==> src/rtl/io_port_pkg.sv <==
// io_port_pkg: definitions shared by the I/O port bridge and its input FIFO.
//   IO_WIDTH    - width of every byte lane (processor ports, producer and consumer)
//   int_state_t - encoding of the interrupt request state machine
package io_port_pkg;

  localparam int IO_WIDTH = 8;

  typedef enum logic [1:0] {
    ST_IDLE = 2'd0,
    ST_REQ  = 2'd1,
    ST_WAIT = 2'd2
  } int_state_t;

endpackage

==> src/rtl/io_sync_fifo.sv <==
// io_sync_fifo: single-clock FIFO with a combinational head read.
//   clk, rst       - clock, asynchronous active-high reset (empties the FIFO)
//   push, wdata    - write request and data; ignored while full
//   pop            - read request; ignored while empty
//   rdata          - head entry, all zeros while empty
//   full, empty    - occupancy flags, decoded from the count register
//   count          - current occupancy, 0..DEPTH
module io_sync_fifo #(
  parameter int DEPTH = 4,
  parameter int WIDTH = 8
) (
  input  logic                       clk,
  input  logic                       rst,
  input  logic                       push,
  input  logic [WIDTH-1:0]           wdata,
  input  logic                       pop,
  output logic [WIDTH-1:0]           rdata,
  output logic                       full,
  output logic                       empty,
  output logic [$clog2(DEPTH):0]     count
);

  localparam int AW = $clog2(DEPTH);
  localparam int CW = AW + 1;

  logic [WIDTH-1:0] mem [DEPTH];
  logic [AW-1:0]    wr_ptr_reg;
  logic [AW-1:0]    rd_ptr_reg;
  logic [CW-1:0]    count_reg;
  logic             push_ok;
  logic             pop_ok;

  assign full    = (count_reg == CW'(DEPTH));
  assign empty   = (count_reg == '0);
  assign count   = count_reg;
  // A push while full is refused even if a pop frees a slot this cycle, so
  // the producer's ready never depends on the processor's read strobe.
  assign push_ok = push && !full;
  assign pop_ok  = pop && !empty;
  assign rdata   = empty ? '0 : mem[rd_ptr_reg];

  // Storage carries no reset: stale entries are hidden by the empty gate.
  always_ff @(posedge clk) begin
    if (push_ok) mem[wr_ptr_reg] <= wdata;
  end

  // Pointers wrap naturally because DEPTH is a power of two.
  always_ff @(posedge clk or posedge rst) begin
    if (rst) begin
      wr_ptr_reg <= '0;
      rd_ptr_reg <= '0;
      count_reg  <= '0;
    end else begin
      if (push_ok) wr_ptr_reg <= wr_ptr_reg + 1'b1;
      if (pop_ok)  rd_ptr_reg <= rd_ptr_reg + 1'b1;
      case ({push_ok, pop_ok})
        2'b10:   count_reg <= count_reg + 1'b1;
        2'b01:   count_reg <= count_reg - 1'b1;
        default: count_reg <= count_reg;
      endcase
    end
  end

endmodule

==> src/rtl/io_port_bridge.sv <==
// io_port_bridge: external-side partner of the processor's I/O ports.
//   clk, rst               - clock, asynchronous active-high reset
//   src_data/valid/ready   - external producer into the input FIFO
//   in_port, in_rd         - FIFO head to processor In_port, pop strobe on IN
//   int_req                - interrupt request, INT_LEN cycles per queued byte
//   out_port, out_wr       - processor Out_port byte and OUT strobe
//   sink_data/valid/ready  - one-entry output buffer drained by a consumer
//   out_ovf                - sticky flag: an OUT byte was dropped
//   fifo_count             - input FIFO occupancy
module io_port_bridge
  import io_port_pkg::*;
#(
  parameter int DEPTH   = 4,
  parameter int INT_LEN = 2
) (
  input  logic                    clk,
  input  logic                    rst,
  input  logic [IO_WIDTH-1:0]     src_data,
  input  logic                    src_valid,
  output logic                    src_ready,
  output logic [IO_WIDTH-1:0]     in_port,
  input  logic                    in_rd,
  output logic                    int_req,
  input  logic [IO_WIDTH-1:0]     out_port,
  input  logic                    out_wr,
  output logic [IO_WIDTH-1:0]     sink_data,
  output logic                    sink_valid,
  input  logic                    sink_ready,
  output logic                    out_ovf,
  output logic [$clog2(DEPTH):0]  fifo_count
);

  logic       fifo_full;
  logic       fifo_empty;
  int_state_t state_reg;
  logic [3:0] cnt_reg;

  assign src_ready = !fifo_full;

  io_sync_fifo #(
    .DEPTH (DEPTH),
    .WIDTH (IO_WIDTH)
  ) u_fifo (
    .clk   (clk),
    .rst   (rst),
    .push  (src_valid),
    .wdata (src_data),
    .pop   (in_rd),
    .rdata (in_port),
    .full  (fifo_full),
    .empty (fifo_empty),
    .count (fifo_count)
  );

  // One request per queued byte: REQ holds int_req for INT_LEN cycles, WAIT
  // parks until the processor reads, and IDLE re-examines the post-pop FIFO.
  always_ff @(posedge clk or posedge rst) begin
    if (rst) begin
      state_reg <= ST_IDLE;
      cnt_reg   <= '0;
      int_req   <= 1'b0;
    end else begin
      case (state_reg)
        ST_IDLE: begin
          if (!fifo_empty) begin
            state_reg <= ST_REQ;
            cnt_reg   <= 4'(INT_LEN - 1);
            int_req   <= 1'b1;
          end
        end
        ST_REQ: begin
          if (in_rd) begin
            state_reg <= ST_IDLE;
            int_req   <= 1'b0;
          end else if (cnt_reg == '0) begin
            state_reg <= ST_WAIT;
            int_req   <= 1'b0;
          end else begin
            cnt_reg <= cnt_reg - 1'b1;
          end
        end
        ST_WAIT: begin
          int_req <= 1'b0;
          if (in_rd) state_reg <= ST_IDLE;
        end
        default: begin
          state_reg <= ST_IDLE;
          int_req   <= 1'b0;
        end
      endcase
    end
  end

  // Output buffer: a new byte is accepted whenever the slot is free or is
  // being drained this same cycle; otherwise it is dropped and flagged.
  always_ff @(posedge clk or posedge rst) begin
    if (rst) begin
      sink_data  <= '0;
      sink_valid <= 1'b0;
      out_ovf    <= 1'b0;
    end else begin
      if (out_wr) begin
        if (!sink_valid || sink_ready) begin
          sink_data  <= out_port;
          sink_valid <= 1'b1;
        end else begin
          out_ovf <= 1'b1;
        end
      end else if (sink_valid && sink_ready) begin
        sink_valid <= 1'b0;
      end
    end
  end

endmodule

==> config.mk <==
export PLATFORM = sky130hd
export DESIGN_NAME = io_port_bridge
export DESIGN_NICKNAME = d
export VERILOG_FILES = /design/src/rtl/io_port_pkg.sv /design/src/rtl/io_sync_fifo.sv /design/src/rtl/io_port_bridge.sv
export SDC_FILE = /design/constraint.sdc
export NUM_CORES = 1
export LEC_CHECK = 0
export CORE_ASPECT_RATIO = 0.75
export CORE_MARGIN = 2
export CORE_UTILIZATION = 55
export CTS_CLUSTER_SIZE = 12
export DETAILED_ROUTE_END_ITERATION = 8
export GPL_TIMING_DRIVEN = 0
export PLACE_DENSITY = 0.92
export SKIP_CTS_REPAIR_TIMING = 1
export SYNTH_ARGS = -nofsm -noshare
export SYNTH_HDL_FRONTEND = slang
export SYNTH_SLANG_ARGS = --single-unit
export TNS_END_PERCENT = 1
==> constraint.sdc <==
create_clock -name clk -period 4.94 [get_ports clk]
set_input_delay 0.741 -clock clk [delete_from_list [all_inputs] [get_ports clk]]
set_output_delay 0.741 -clock clk [all_outputs]
set_load 0.02 [all_outputs]
### Word level (Yosys, flattened, before mapping)

Memory sizes are Yosys's and may differ from the RTL's.
Cells that the tools add are included.

* memories: 1
* logic and storage cells: 66
* output and inout bits: 23
* memory bits (writable): 32
* input bits: 22
* register bits after elaboration: 24

* equality and inequality tests: 11
* bitwise gates (word level): 1
* muxes and demuxes: 20
* add/subtract/negate cells: 5
* reduce and logical (&&, ||, !) cells: 19

Memory list
* u_fifo.mem: words 4, width 8, read ports 1, clocked after memory_dff 0, wr ports 1, line io_sync_fifo.sv:26 `logic [WIDTH-1:0] mem [DEPTH];`

Operators by type and width (count)
* 2-to-1 mux 4 bit: 3
* 2-to-1 mux 1 bit: 8
* 2-to-1 mux 2 bit: 4
* 2-to-1 mux 8 bit: 1
* != test 2 bit, second input constant: 4
* case mux 4 bit (2 select lines): 1
* AND reduction 2 bit: 4
* case mux 2 bit (3 select lines): 1
* case mux 3 bit (2 select lines): 1
* nonzero test 2 bit: 3
* adder 2 x 1 -> 2 bit, second input constant: 2
* == test 2 x 1 -> 1 bit, second input constant: 2
* == test 2 bit, second input constant: 2
* logical NOT 4 bit: 1
* AND reduction 4 bit: 1
* subtractor 4 x 1 -> 4 bit, second input constant: 1
* adder 3 x 1 -> 3 bit, second input constant: 1
* == test 3 bit, second input constant: 1
* logical AND 1 bit: 3
* logical NOT 1 bit: 3
* logical NOT 3 bit: 1
* != test 3 bit, second input constant: 1
* AND reduction 3 bit: 1
* subtractor 3 x 1 -> 3 bit, second input constant: 1
* other kinds (5): 5

### Logic depth before layout (Yosys ltp)

* word-level depth: 5
* gate-level depth with buffers: 10
* gate-level depth less buffers: 10

### By module

A second synthesis with hierarchy kept.

* cell total of the unflattened synthesis: 153
* area total of the unflattened synthesis: 2433.6 µm²

Modules (own cells, without submodules)
* io_sync_fifo: times used 1, sequential area each 1136.1 µm², cells an instance 90, area an instance 1660.3 µm²
* io_port_bridge: times used 1, sequential area each 425.4 µm², cells an instance 63, area an instance 773.2 µm²

### Worst setup path after synthesis

Ideal clock, no wire load.

* path kind: register -> register
* from: reg u_fifo.count_reg[0], in the netlist u_fifo.count[0]
* to: reg u_fifo.count_reg[2], in the netlist u_fifo.count[2]
* setup time: 80 ps
* arrival time: 2155 ps
* period minus slack after synthesis: 2235 ps
* buffers on the path: 0
* data required time: 4860 ps
* path slack: 2705 ps
* stages on the path, launching flop included: 11
* path through: dfrtp_1 > inv_1 > nand3_1 > and2_1 > inv_1 > ha_1 > inv_1 > fa_1 > xor2_1 > nor2_1 > xor2_1

* cells in the longest elaborated chain, start to end: 5
* elaborated cells between the ends (all ways): 12
* those cells by class: 2 x add/sub; 3 x eq/ne; 1 x mux; 6 x reduce/logical

Ends and longest elaborated chain
* start, declared: line io_sync_fifo.sv:29 `logic [CW-1:0] count_reg;`
* start signal, assigned: line io_sync_fifo.sv:57 `2'b10: count_reg <= count_reg + 1'b1;`
* start signal, assigned: line io_sync_fifo.sv:58 `2'b01: count_reg <= count_reg - 1'b1;`
* start signal, assigned: line io_sync_fifo.sv:59 `default: count_reg <= count_reg;`
* == test 3 bit (*): line io_sync_fifo.sv:33 `assign full = (count_reg == CW'(DEPTH));`
* logical NOT 1 bit (*)
* via src_ready: line io_port_bridge.sv:20 `output logic src_ready,`
* logical AND 1 bit (*): line io_sync_fifo.sv:38 `assign push_ok = push && !full;`
* == test 2 x 1 -> 1 bit or == test 2 bit (tied branches): line io_sync_fifo.sv:56 `case ({push_ok, pop_ok})`
* case mux 3 bit (2 select lines) or nonzero test 2 bit (tied branches)

Mark *: on every way through the listed nets, which the timed path passes. The rest lies on a longest branch.
A chain may end at the register's enable or synchronous reset.

### Final worst setup path

* from: reg u_fifo.rd_ptr_reg[0]
* to: out in_port[2]

* cells in the longest elaborated chain, start to end: 2

Ends and longest elaborated chain
* start, declared: line io_sync_fifo.sv:28 `logic [AW-1:0] rd_ptr_reg;`
* start signal, assigned: line io_sync_fifo.sv:55 `if (pop_ok) rd_ptr_reg <= rd_ptr_reg + 1'b1;`
* memory (4 x 8 bit)
* 2-to-1 mux 8 bit: line io_sync_fifo.sv:40 `assign rdata = empty ? '0 : mem[rd_ptr_reg];`
* end, declared: line io_port_bridge.sv:21 `output logic [IO_WIDTH-1:0] in_port,`

Every way passes these cells.

==> impl_metrics.toml <==
[synthesis]
synth_cell_type_count = 33
syn_inst = 149
syn-num-nets = 178
synth_area_leaders = "edfxtp_1 (41%), dfrtp_1 (26%), mux4_2 (7.7%), mux2_2 (4.8%), ha_1 (3.2%)"
ys_seq_area_share_pct = 66.5
synth_top_flop_cell = "edfxtp_1"
ys_ff_latch = 56
synth_area_um2 = 2350
yosys.area.top_type = "edfxtp_1"
synth-edff-count = 32
synth_most_common_cell = "edfxtp_1"
synth_common_cells = "edfxtp_1 (32), dfrtp_1 (24), inv_1 (12)"
syn_area_per_cell_um2 = 15.8
async_flop_share_pct = 42.9
yosysWarnings = 0
synth_top_cell_area_share_pct = 40.9

[sta]
rsz0062_at_grt = "false"
setup_viol = 0
tns_ps = 0
fin_crit_sh_pct = 59.5
fin_ws_ps = 2000
relSlewSlack_pct = 41.0
fin_crit_ps = 2940
fmax_mhz = 340
hold_viol = 0
skew_ps = 10.9
fin_hold_ws_ps = 492
worstMarginPinSlew_ps = 884
slew_viol_final = 0

[job]
cap_viol_max_count = 0

[cts]
cts_max_path_buffers = 2
numCtsBuffers = 5
clk_pin_slew_worst_paths_ps = 100
cts_tree = "yes"
cts_max_level = 2
root_buffer = "clkbuf_8"
clock-sinks = 56
clock_latency_ps = 310

[worst_setup_path]
cp_cell_sequence = "buf_2, mux4_2, and2_1, clkdlybuf4s50_1"
cp-start-kind = "flop"
crit_arrival_ps = 2200
slowest_stage = "mux4_2"
critical_path_depth = 4
path_delay_family = "buffers and inverters"
required_ps = 4200
worstSetupPathType = "reg -> out"
r2r_cells = 10
slowest_delay_ps = 550
crit_path_end_kind = "output port"
path_buf_inv = 2
critical_path.max_fanout = 10
reg2reg_setup_slack_ps = 2770

[global_routing]
use_met2_pct = 35.5
grtUsageMet1_pct = 24.8
grt_pass1_vias = 1464
top_usage_layer = "met2"
grt_usage_pct = 20.6
grt_first_pass_wirelength_mm = 7.11
grt_max_degree = 25
antenna_found_initial = 0
grt_overflow = 0
gr-usage-met3_pct = 5.06

[drt]
via_per_inst = 5.49
wl_per_cell_um = 17.2
dr.first_iter.drc_count = 115
drt-total-wl_mm = 4.41
drcViolationCount = 0
vias = 1405
ant_nets = 0
dr.pass1.iters = 4

[layout]
seqCellArea_um2 = 1560
fin_area_um2 = 2970
fin_util_pct = 72.7
area_growth_pct = 26.3
largest_reg_flops = 32
nFillCells = 247
antenna_cells = 0
drive_gt1_share_pct = 15.4
fin_nets = 229
multi_input_area_um2 = 729

[die]
die_x_um = 79.5
start_util_pct = 57.6
core-area_um2 = 4080
fp.dieH_um = 60.6
die_area_um2 = 4820
num_rows = 20
io_pins = 45

[placement]
place_area_um2 = 2860
place_hpwl_mm = 3.22
io_buffer_count = 44
pre_cts_slack_ps = 2290
place_congestion = 0.772

[pwr]
p_per_area_nw_per_um2 = 573
irDropWorstVdd_v = 0.000291
leakagePower_uw = 0.00115

[hold_path]
worstHoldPathCells = 1
hp-class = "reg -> reg"

[run_status]
status = "completed"
-- kinds of logic after synthesis --
logic type	synth area share [%]
adder cells (fa/ha/maj)	4.05
AND/OR/NAND/NOR	8.41
multiplexers	13.3
buffers and inverters	2.50
AO/OA/AOI/OAI	3.04
XOR/XNOR	2.24
flip-flops	66.5
-- cells in the final DEF, fill, tap and decap left out, drive strengths merged, types with 2 or more instances in the layout --
cell and instances:
o22ai 2, xnor2 3, and3 5, mux2i 2, ha 6, clkbuf 8
nand3 2, nor2 4, nand2 4, inv 12, mux2 10, mux4 8
nor3 3, o21ai 2, xor2 3, edfxtp 32, a21oi 4, clkdlybuf4s50 44
and2 10, dfrtp 24
-- cell type report --
| cell class | instances | area share [%] |
|---|---|---|
| Buffer | 3 | 0.464 |
| Clock inverter | 2 | 1.18 |
| Sequential cell | 56 | 52.6 |
| Inverter | 12 | 1.52 |
| Tap cell | 55 | 2.32 |
| Clock buffer | 6 | 2.45 |
| Multi-Input combinational cell | 78 | 24.6 |
| Timing Repair Buffer | 44 | 14.8 |
-- path summary, 6_finish.rpt --
path,start,to
max,u_fifo.rd_ptr_reg[0],in_port[2]
min,out_ovf,out_ovf
max reg2reg,u_fifo.count[0],u_fifo.count[2]
min reg2reg,out_ovf,out_ovf
max in group asynchronous,rst,u_fifo.wr_ptr_reg[0]
min in group asynchronous,rst,out_ovf
-- per-stage QoR --
step                std cells  total power [uW]
finish                    256              1700
global route              256              1790
CTS                       256              1710
detailed placement        248              1420
global placement          248              1370
floorplan                 149              1140
-- metal layers --
metal / part of all wire [%] / up-vias
li1: - / 642
met2: 54 / 56
met3: 4.8 / 13
met4: 2.3 / 0
met1: 39 / 694
met5: 0 / -
-- where the power goes --
part / switching, uW / leakage (uW) / internal [uW]
Clock: 140 / 0.0000552 / 151
Combinational: 365 / 0.000521 / 360
Sequential: 66.9 / 0.000575 / 616
(Power assumes the default switching activity.)
